### src/rtl/ad_bus_responder.sv
// Multiplexed address/data bus responder with a 16x8 register file and
// programmable wait states; every output is registered.
module ad_bus_responder #(
    parameter logic [3:0] BASE_ADDR   = 4'hA,
    parameter int         WAIT_STATES = 1
) (
    input  logic       clk,
    input  logic       rst_n,
    input  logic       ALE,
    input  logic       rd,
    input  logic       wr,
    input  logic [7:0] bus_in,
    output logic [7:0] bus_out,
    output logic [7:0] bus_en,
    output logic       ready,
    output logic       sel,
    output logic       err
);

    typedef enum logic [2:0] {
        IDLE,
        ADDR,
        RD_WAIT,
        RD_DRIVE,
        WR_WAIT,
        WR_DONE
    } state_t;

    localparam logic [1:0] WS      = 2'(WAIT_STATES);
    localparam bit         NO_WAIT = (WAIT_STATES == 0);

    state_t     state;
    state_t     next_state;
    // Only the index nibble is needed once the decode into sel has been made.
    logic [3:0] addr;
    logic [1:0] wcnt;
    logic [7:0] mem [16];

    logic do_write;
    logic load_wcnt;
    logic set_err;

    always_comb begin
        next_state = state;
        do_write   = 1'b0;
        load_wcnt  = 1'b0;
        set_err    = 1'b0;

        if (ALE) begin
            next_state = ADDR;
        end else begin
            case (state)
                IDLE: next_state = IDLE;

                // An unselected responder ignores both strobes until the next ALE.
                ADDR: begin
                    if (sel) begin
                        if (rd && wr) begin
                            set_err    = 1'b1;
                            next_state = IDLE;
                        end else if (rd) begin
                            load_wcnt  = 1'b1;
                            next_state = NO_WAIT ? RD_DRIVE : RD_WAIT;
                        end else if (wr) begin
                            if (NO_WAIT) begin
                                do_write   = 1'b1;
                                next_state = WR_DONE;
                            end else begin
                                load_wcnt  = 1'b1;
                                next_state = WR_WAIT;
                            end
                        end
                    end
                end

                RD_WAIT: begin
                    if (rd && wr) begin
                        set_err    = 1'b1;
                        next_state = IDLE;
                    end else if (!rd) begin
                        next_state = IDLE;
                    end else if (wcnt == 2'd1) begin
                        next_state = RD_DRIVE;
                    end
                end

                RD_DRIVE: begin
                    if (rd && wr) begin
                        set_err    = 1'b1;
                        next_state = IDLE;
                    end else if (!rd) begin
                        next_state = IDLE;
                    end
                end

                WR_WAIT: begin
                    if (rd && wr) begin
                        set_err    = 1'b1;
                        next_state = IDLE;
                    end else if (!wr) begin
                        next_state = IDLE;
                    end else if (wcnt == 2'd1) begin
                        do_write   = 1'b1;
                        next_state = WR_DONE;
                    end
                end

                WR_DONE: begin
                    if (rd && wr) begin
                        set_err    = 1'b1;
                        next_state = IDLE;
                    end else if (!wr) begin
                        next_state = IDLE;
                    end
                end

                default: next_state = IDLE;
            endcase
        end
    end

    // Outputs are computed from next_state so they line up with the state register.
    always_ff @(posedge clk or negedge rst_n) begin
        if (!rst_n) begin
            state   <= IDLE;
            addr    <= 4'h0;
            wcnt    <= 2'd0;
            sel     <= 1'b0;
            err     <= 1'b0;
            ready   <= 1'b1;
            bus_en  <= 8'h00;
            bus_out <= 8'h00;
            for (int i = 0; i < 16; i++) begin
                mem[i] <= 8'h00;
            end
        end else begin
            state <= next_state;

            if (ALE) begin
                addr <= bus_in[3:0];
                sel  <= (bus_in[7:4] == BASE_ADDR);
            end

            if (load_wcnt) begin
                wcnt <= WS;
            end else if (state == RD_WAIT || state == WR_WAIT) begin
                wcnt <= wcnt - 2'd1;
            end

            if (set_err) begin
                err <= 1'b1;
            end

            if (do_write) begin
                mem[addr] <= bus_in;
            end

            ready   <= !(next_state == RD_WAIT || next_state == WR_WAIT);
            bus_en  <= (next_state == RD_DRIVE) ? 8'hFF : 8'h00;
            bus_out <= (next_state == RD_DRIVE) ? mem[addr] : 8'h00;
        end
    end

endmodule

### config.mk
export PLATFORM = sky130hd
export DESIGN_NAME = ad_bus_responder
export DESIGN_NICKNAME = d
export VERILOG_FILES = /design/src/rtl/ad_bus_responder.sv
export SDC_FILE = /design/constraint.sdc
export NUM_CORES = 1
export LEC_CHECK = 0
export ABC_AREA = 1
export CAP_MARGIN = 20
export CORE_MARGIN = 1.5
export CORE_UTILIZATION = 50
export CTS_CLUSTER_DIAMETER = 120
export CTS_CLUSTER_SIZE = 30
export DETAILED_ROUTE_END_ITERATION = 8
export PLACE_DENSITY = 0.75
export RECOVER_POWER = 50
export SETUP_SLACK_MARGIN = 0.5
export SLEW_MARGIN = 40
export SYNTH_ARGS = -nofsm -noshare
export SYNTH_HDL_FRONTEND = slang
export SYNTH_SLANG_ARGS = --single-unit
### constraint.sdc
create_clock -name clk -period 1.55 [get_ports clk]
set_input_delay 0.31 -clock clk [delete_from_list [all_inputs] [get_ports clk]]
set_output_delay 0.31 -clock clk [all_outputs]
set_load 0.01 [all_outputs]
* Yosys cells after proc, flatten, opt, wreduce, memory -nomap -nowiden *
Index checks and enable logic that the tools add are counted.

storage, ports and cells
  input port bits = 13
  register bits after elaboration = 156
  output and inout bits = 19
  logic and storage cells = 86

operators by class
  reductions and logical operators = 7
  $add $sub $neg = 1
  bitwise operators = 1
  mux-type cells = 41
  equality and inequality tests = 10
  $lt $le $gt $ge = 2

operators with widths
  operator               number
  $bwmux W128            1
  $mux W3                15
  $mux W8                5
  $bmux W8 S4            1
  $demux W8 S4           1
  $pmux W3 S5            1
  $mux W1                14
  $eq A3 B2 Y1 const B   4
  $eq A3 B3 Y1 const B   3
  $ge A5 B5 Y1 const B   1
  $lt A5 B1 Y1 const B   1
  $not A4 Y5             1
  $eq A4 B4 Y1 const B   1
  $mux W2                2
  $reduce_or A4 Y1       1
  $eq A3 B1 Y1 const B   1
  $eq A2 B1 Y1 const B   1
  $logic_and A1 B1 Y1    2
  $logic_or A1 B1 Y1     2
  $pmux W1 S2            1
  $reduce_bool A2 Y1     1
  $sub A2 B1 Y2 const B  1
  $logic_not A1 Y1       1

* Logic depth before layout (Yosys ltp) *
  depth in word-level cells = 9
  depth in mapped cells = 12
  gate-level depth less buffers = 10

* Worst setup path after synthesis *
No wires, ideal clock.

  path type = reg-to-reg
  from = register wcnt[1]
  to = register mem[72] in the netlist's numbering
  data required time = 1419 ps
  period minus slack after synthesis = 1497 ps
  path buffers = 2
  arrival = 1367 ps
  setup time = 131 ps
  slack = 53 ps
  cell stages (with the launch flop) = 10
  path through = dfrtp_1 inv_1 ha_1 nand3_4 nor2_8 buf_12 nand2_4 buf_6 nand2_1 o21ai_2

between the ends
  cells in the longest elaborated chain, start to end = 6

RTL lines
  item                            line  RTL
  start: declaration              36    logic [1:0] wcnt;
  start signal: assignment        147   wcnt <= wcnt - 2'd1;
  $eq A2 B1 Y1                    102   end else if (wcnt == 2'd1) begin
  $mux W1                         102
  $mux W1                         100   end else if (!wr) begin
  $mux W1                         97    if (rd && wr) begin
  $mux W1                         52    case (state)
  $mux W1                         49    if (ALE) begin
  end signal: indexed assignment  155   mem[addr] <= bus_in;
  end: declaration                37    logic [7:0] mem [16];

Every way passes these cells.
A chain may end at the register's enable or synchronous reset.

* Final worst setup path *
  from = register state[1]
  to = register mem[19] in the netlist's numbering

between the ends
  cells in the longest elaborated chain, start to end = 3

RTL lines
  item                      line  RTL
  start: declaration        32    state_t state;
  start signal: assignment  137   state <= next_state;
  $eq A3 B3 Y1              52
  $mux W1                   52
  $mux W1                   49

Every way passes these cells.

==> impl_metrics.env <==
export IMPL_outcome="finished, violations left"
export IMPL_violations="negative setup slack"
export IMPL_cp_arrival_ns=1.91
export IMPL_setup_viol=47
export IMPL_synth_nets=1070
export IMPL_cts_sinks=149
export IMPL_top_level_ports=32
export IMPL_yosysWarnings=0
export IMPL_dp_slack_ns=-0.438
export IMPL_leakage_nw=5.14
export IMPL_hold_depth=3
export IMPL_worstSetupEndpointType="register"
export IMPL_swShare=0.268
export IMPL_vias_per_cell=5.43
export IMPL_synthDistinctLibCells=28
export IMPL_ys_seq_elements=149
export IMPL_vias=7294
export IMPL_drtPass1Iterations=6
export IMPL_path_buf_inv=3
export IMPL_io_buffer_count=31
export IMPL_reg2regPathDepth=9
export IMPL_finalCritPeriodShare=1.03
export IMPL_min_path_type="input pin to register"
export IMPL_avgSynthCellArea_um2=7.28
export IMPL_avgRoutedWirePerCell_um=17.5
export IMPL_max_clock_path_buffers=2
export IMPL_overflow=0
export IMPL_clockPowerShare=0.440
export IMPL_numCtsBuffers=17
export IMPL_period_minus_slack_ns=1.59
export IMPL_antenna_cells=0
export IMPL_fp_dieW_um=127
export IMPL_p_switching_w=0.00269
export IMPL_antenna_found_initial=0
export IMPL_crit_path_frequent_cell="inv_2"
export IMPL_die_height_um=127
export IMPL_nets=1159
export IMPL_fmax_mhz=628
export IMPL_max_cap_violations=0
export IMPL_dpl_hpwl_mm=12.5
export IMPL_num_rows=45
export IMPL_slew_viol_final=0
export IMPL_hold_viol=0
export IMPL_worst_path_max_fanout=8
export IMPL_ir_worst_vdd_mv=0.847
export IMPL_start_util=0.509
export IMPL_tightest_slew_ns=1.00
export IMPL_slowest_delay_ns=0.39
export IMPL_grt_max_degree=44
export IMPL_cts_max_level=4
export IMPL_route_detailed_drc=0
export IMPL_clk_latency_ns=0.44
export IMPL_internal_power_w=0.00737
export IMPL_max_slew_margin_rel=0.333
export IMPL_path_clk_slew_ns=0.06
export IMPL_skew_ns=0.0117
export IMPL_p_per_area_mw_per_mm2=963
export IMPL_power_share_sequential=0.396
export IMPL_cts_tree="built"
export IMPL_synthToLayoutAreaGrowth_pct=36.0
export IMPL_cp_required_ns=1.87
export IMPL_rsz0062_at_grt="true"
export IMPL_wirelength_mm=23.5
export IMPL_synth_seq_area_share=0.486
export IMPL_coreArea_mm2=0.0151
export IMPL_drt_iter0_drc=600
export IMPL_worst_path_stages=9
export IMPL_netlist_area_mm2=0.00768
export IMPL_cts_root_buf="clkbuf_16"
export IMPL_comb_power_share=0.163
export IMPL_grt_pass1_wl_mm=34.9
export IMPL_ant_nets=0
export IMPL_grt_pass1_vias=6972
export IMPL_fin_util=0.692
export IMPL_synthCells=1055
export IMPL_layout_drive_gt1_share=0.337
export IMPL_finalWorstSetupSlack_ns=-0.0422
export IMPL_crit_chain="inv_2 > nand3_2 > nor2_2 > inv_2 > nor2_8 > buf_12 > nand2_8 > nand2_2 > o21ai_2"
export IMPL_globalplace_congestion=0.902
export IMPL_path_class="register to register"
export IMPL_crit_path_start_kind="register"
export IMPL_die_area_mm2=0.0161
export IMPL_crit_family="simple AND/OR/NAND/NOR gates"
export IMPL_grt_util_all_layers=0.282
export IMPL_slowest_stage="dfrtp_1"
==> registers in the layout, indices dropped and copies added (netlist names) <==
signal,flops
addr,4
state,3
ready,1
bus_en,1
mem,128
err,1
wcnt,2
sel,1
bus_out,8
==> stage by stage <==
stage	hold WS (ns)	TNS, ns	power, W	area, um2	instances
after detailed placement	0.258	-53.34	0.00524	8390	1274
after floorplan	0.0144	0	0.00475	7730	1055
final	0.372	-0.757	0.0101	10400	1344
after global placement	0.263	-49.37	0.00523	8390	1274
after CTS	0.383	-0.00159	0.00990	9940	1336
after global routing	0.386	-4.59	0.0104	10400	1344
==> worst min-delay path, cell delays in order <==
cell and delay (ns):
dlymetal6s2s_1 0.17, buf_6 0.18, o21ai_0 0.10
==> cells in the mapped netlist <==
cell	number	share of area
dfstp_2	1	0.0034
clkbuf_1	14	0.0068
buf_6	10	0.015
ha_1	2	0.0033
nand3_2	1	0.0013
a21oi_1	2	0.0013
inv_2	2	0.00098
nand2_1	491	0.24
nor2_2	2	0.0016
nor3_1	3	0.0020
nand2_4	10	0.015
nand3_1	11	0.0072
o21ai_1	63	0.041
nor2_8	1	0.0026
nand3_4	1	0.0023
nand4_1	3	0.0024
buf_2	19	0.012
or2_2	1	0.00082
o21ai_2	17	0.019
a31o_2	1	0.0011
buf_1	2	0.00098
nor2_1	31	0.015
inv_1	152	0.074
clkinv_1	1	0.00049
buf_12	1	0.0026
dfrtp_1	148	0.48
o21ai_0	57	0.037
buf_4	8	0.0078
==> final cells by class <==
type,count,area (um2)
Inverter,155,591
Timing Repair Buffer,117,1300
Tap cell,188,235
Clock buffer,22,474
Clock inverter,9,150
Fill cell,1051,4640
Sequential cell,149,3730
Multi-Input combinational cell,704,3960
==> routing by layer <==
metal,part of all wire,global-route usage,up-vias
met5,0,0,-
met4,0.041,0.155,0
met3,0.068,0.0468,86
met2,0.49,0.465,330
met1,0.40,0.355,3517
li1,-,-,3361
==> cells by family (layout without fill, tap and decap cells) <==
logic type / after synthesis / after routing / synth area share
simple gates: 555 / 562 / 0.290
buf+inv: 209 / 303 / 0.121
flops: 149 / 149 / 0.486
compound gates: 140 / 140 / 0.100
fa+ha+maj: 2 / 2 / 0.00326
==> cells in the final DEF, fill, tap and decap left out, drive strengths merged <==
cell             n
nand2          507
inv            153
dfrtp          148
o21ai          137
buf            103
nor2            35
clkbuf          24
nand3           13
clkdlybuf4s50    8
clkinv           5
bufinv           4
nand4            3
nor3             3
clkinvlp         2
dlygate4sd2      2
a21oi            2
ha               2
or2              1
a31o             1
dlygate4sd3      1
dlymetal6s2s     1
dfstp            1
==> path summary, 6_finish.rpt <==
path / to / startpoint / slack, ns
setup / recovery: mem[19] / state[1] / -0.04
hold / removal: addr[0] / ALE / 0.37
setup reg to reg: mem[19] / state[1] / -0.04
hold reg to reg: err / err / 0.47
max in group asynchronous: addr[0] / rst_n / 0.17
min in group asynchronous: mem[19] / rst_n / 0.57
==> power by group through the flow <==
stage	Combinational, W	Clock [W]	Sequential, W
2_1_floorplan	0.000698	0	0.00405
3_3_place_gp	0.00118	0	0.00405
3_5_place_dp	0.00119	0	0.00405
4_1_cts	0.00149	0.00442	0.00399
5_1_grt	0.00176	0.00460	0.00399
6_report	0.00164	0.00443	0.00399
==> repair_timing <==
item / 4_1_cts / 5_1_grt
buffers inserted: 20 / 3
resized for setup: 298 / 144
hold endpoints to repair: 36 / 0
endpoints found under the setup margin: 164 / 169
pin swaps: 61 / 45
gates cloned: 10 / 5
hold buffers: 1 / 0
No activity file was read; power rests on OpenSTA's default activity.
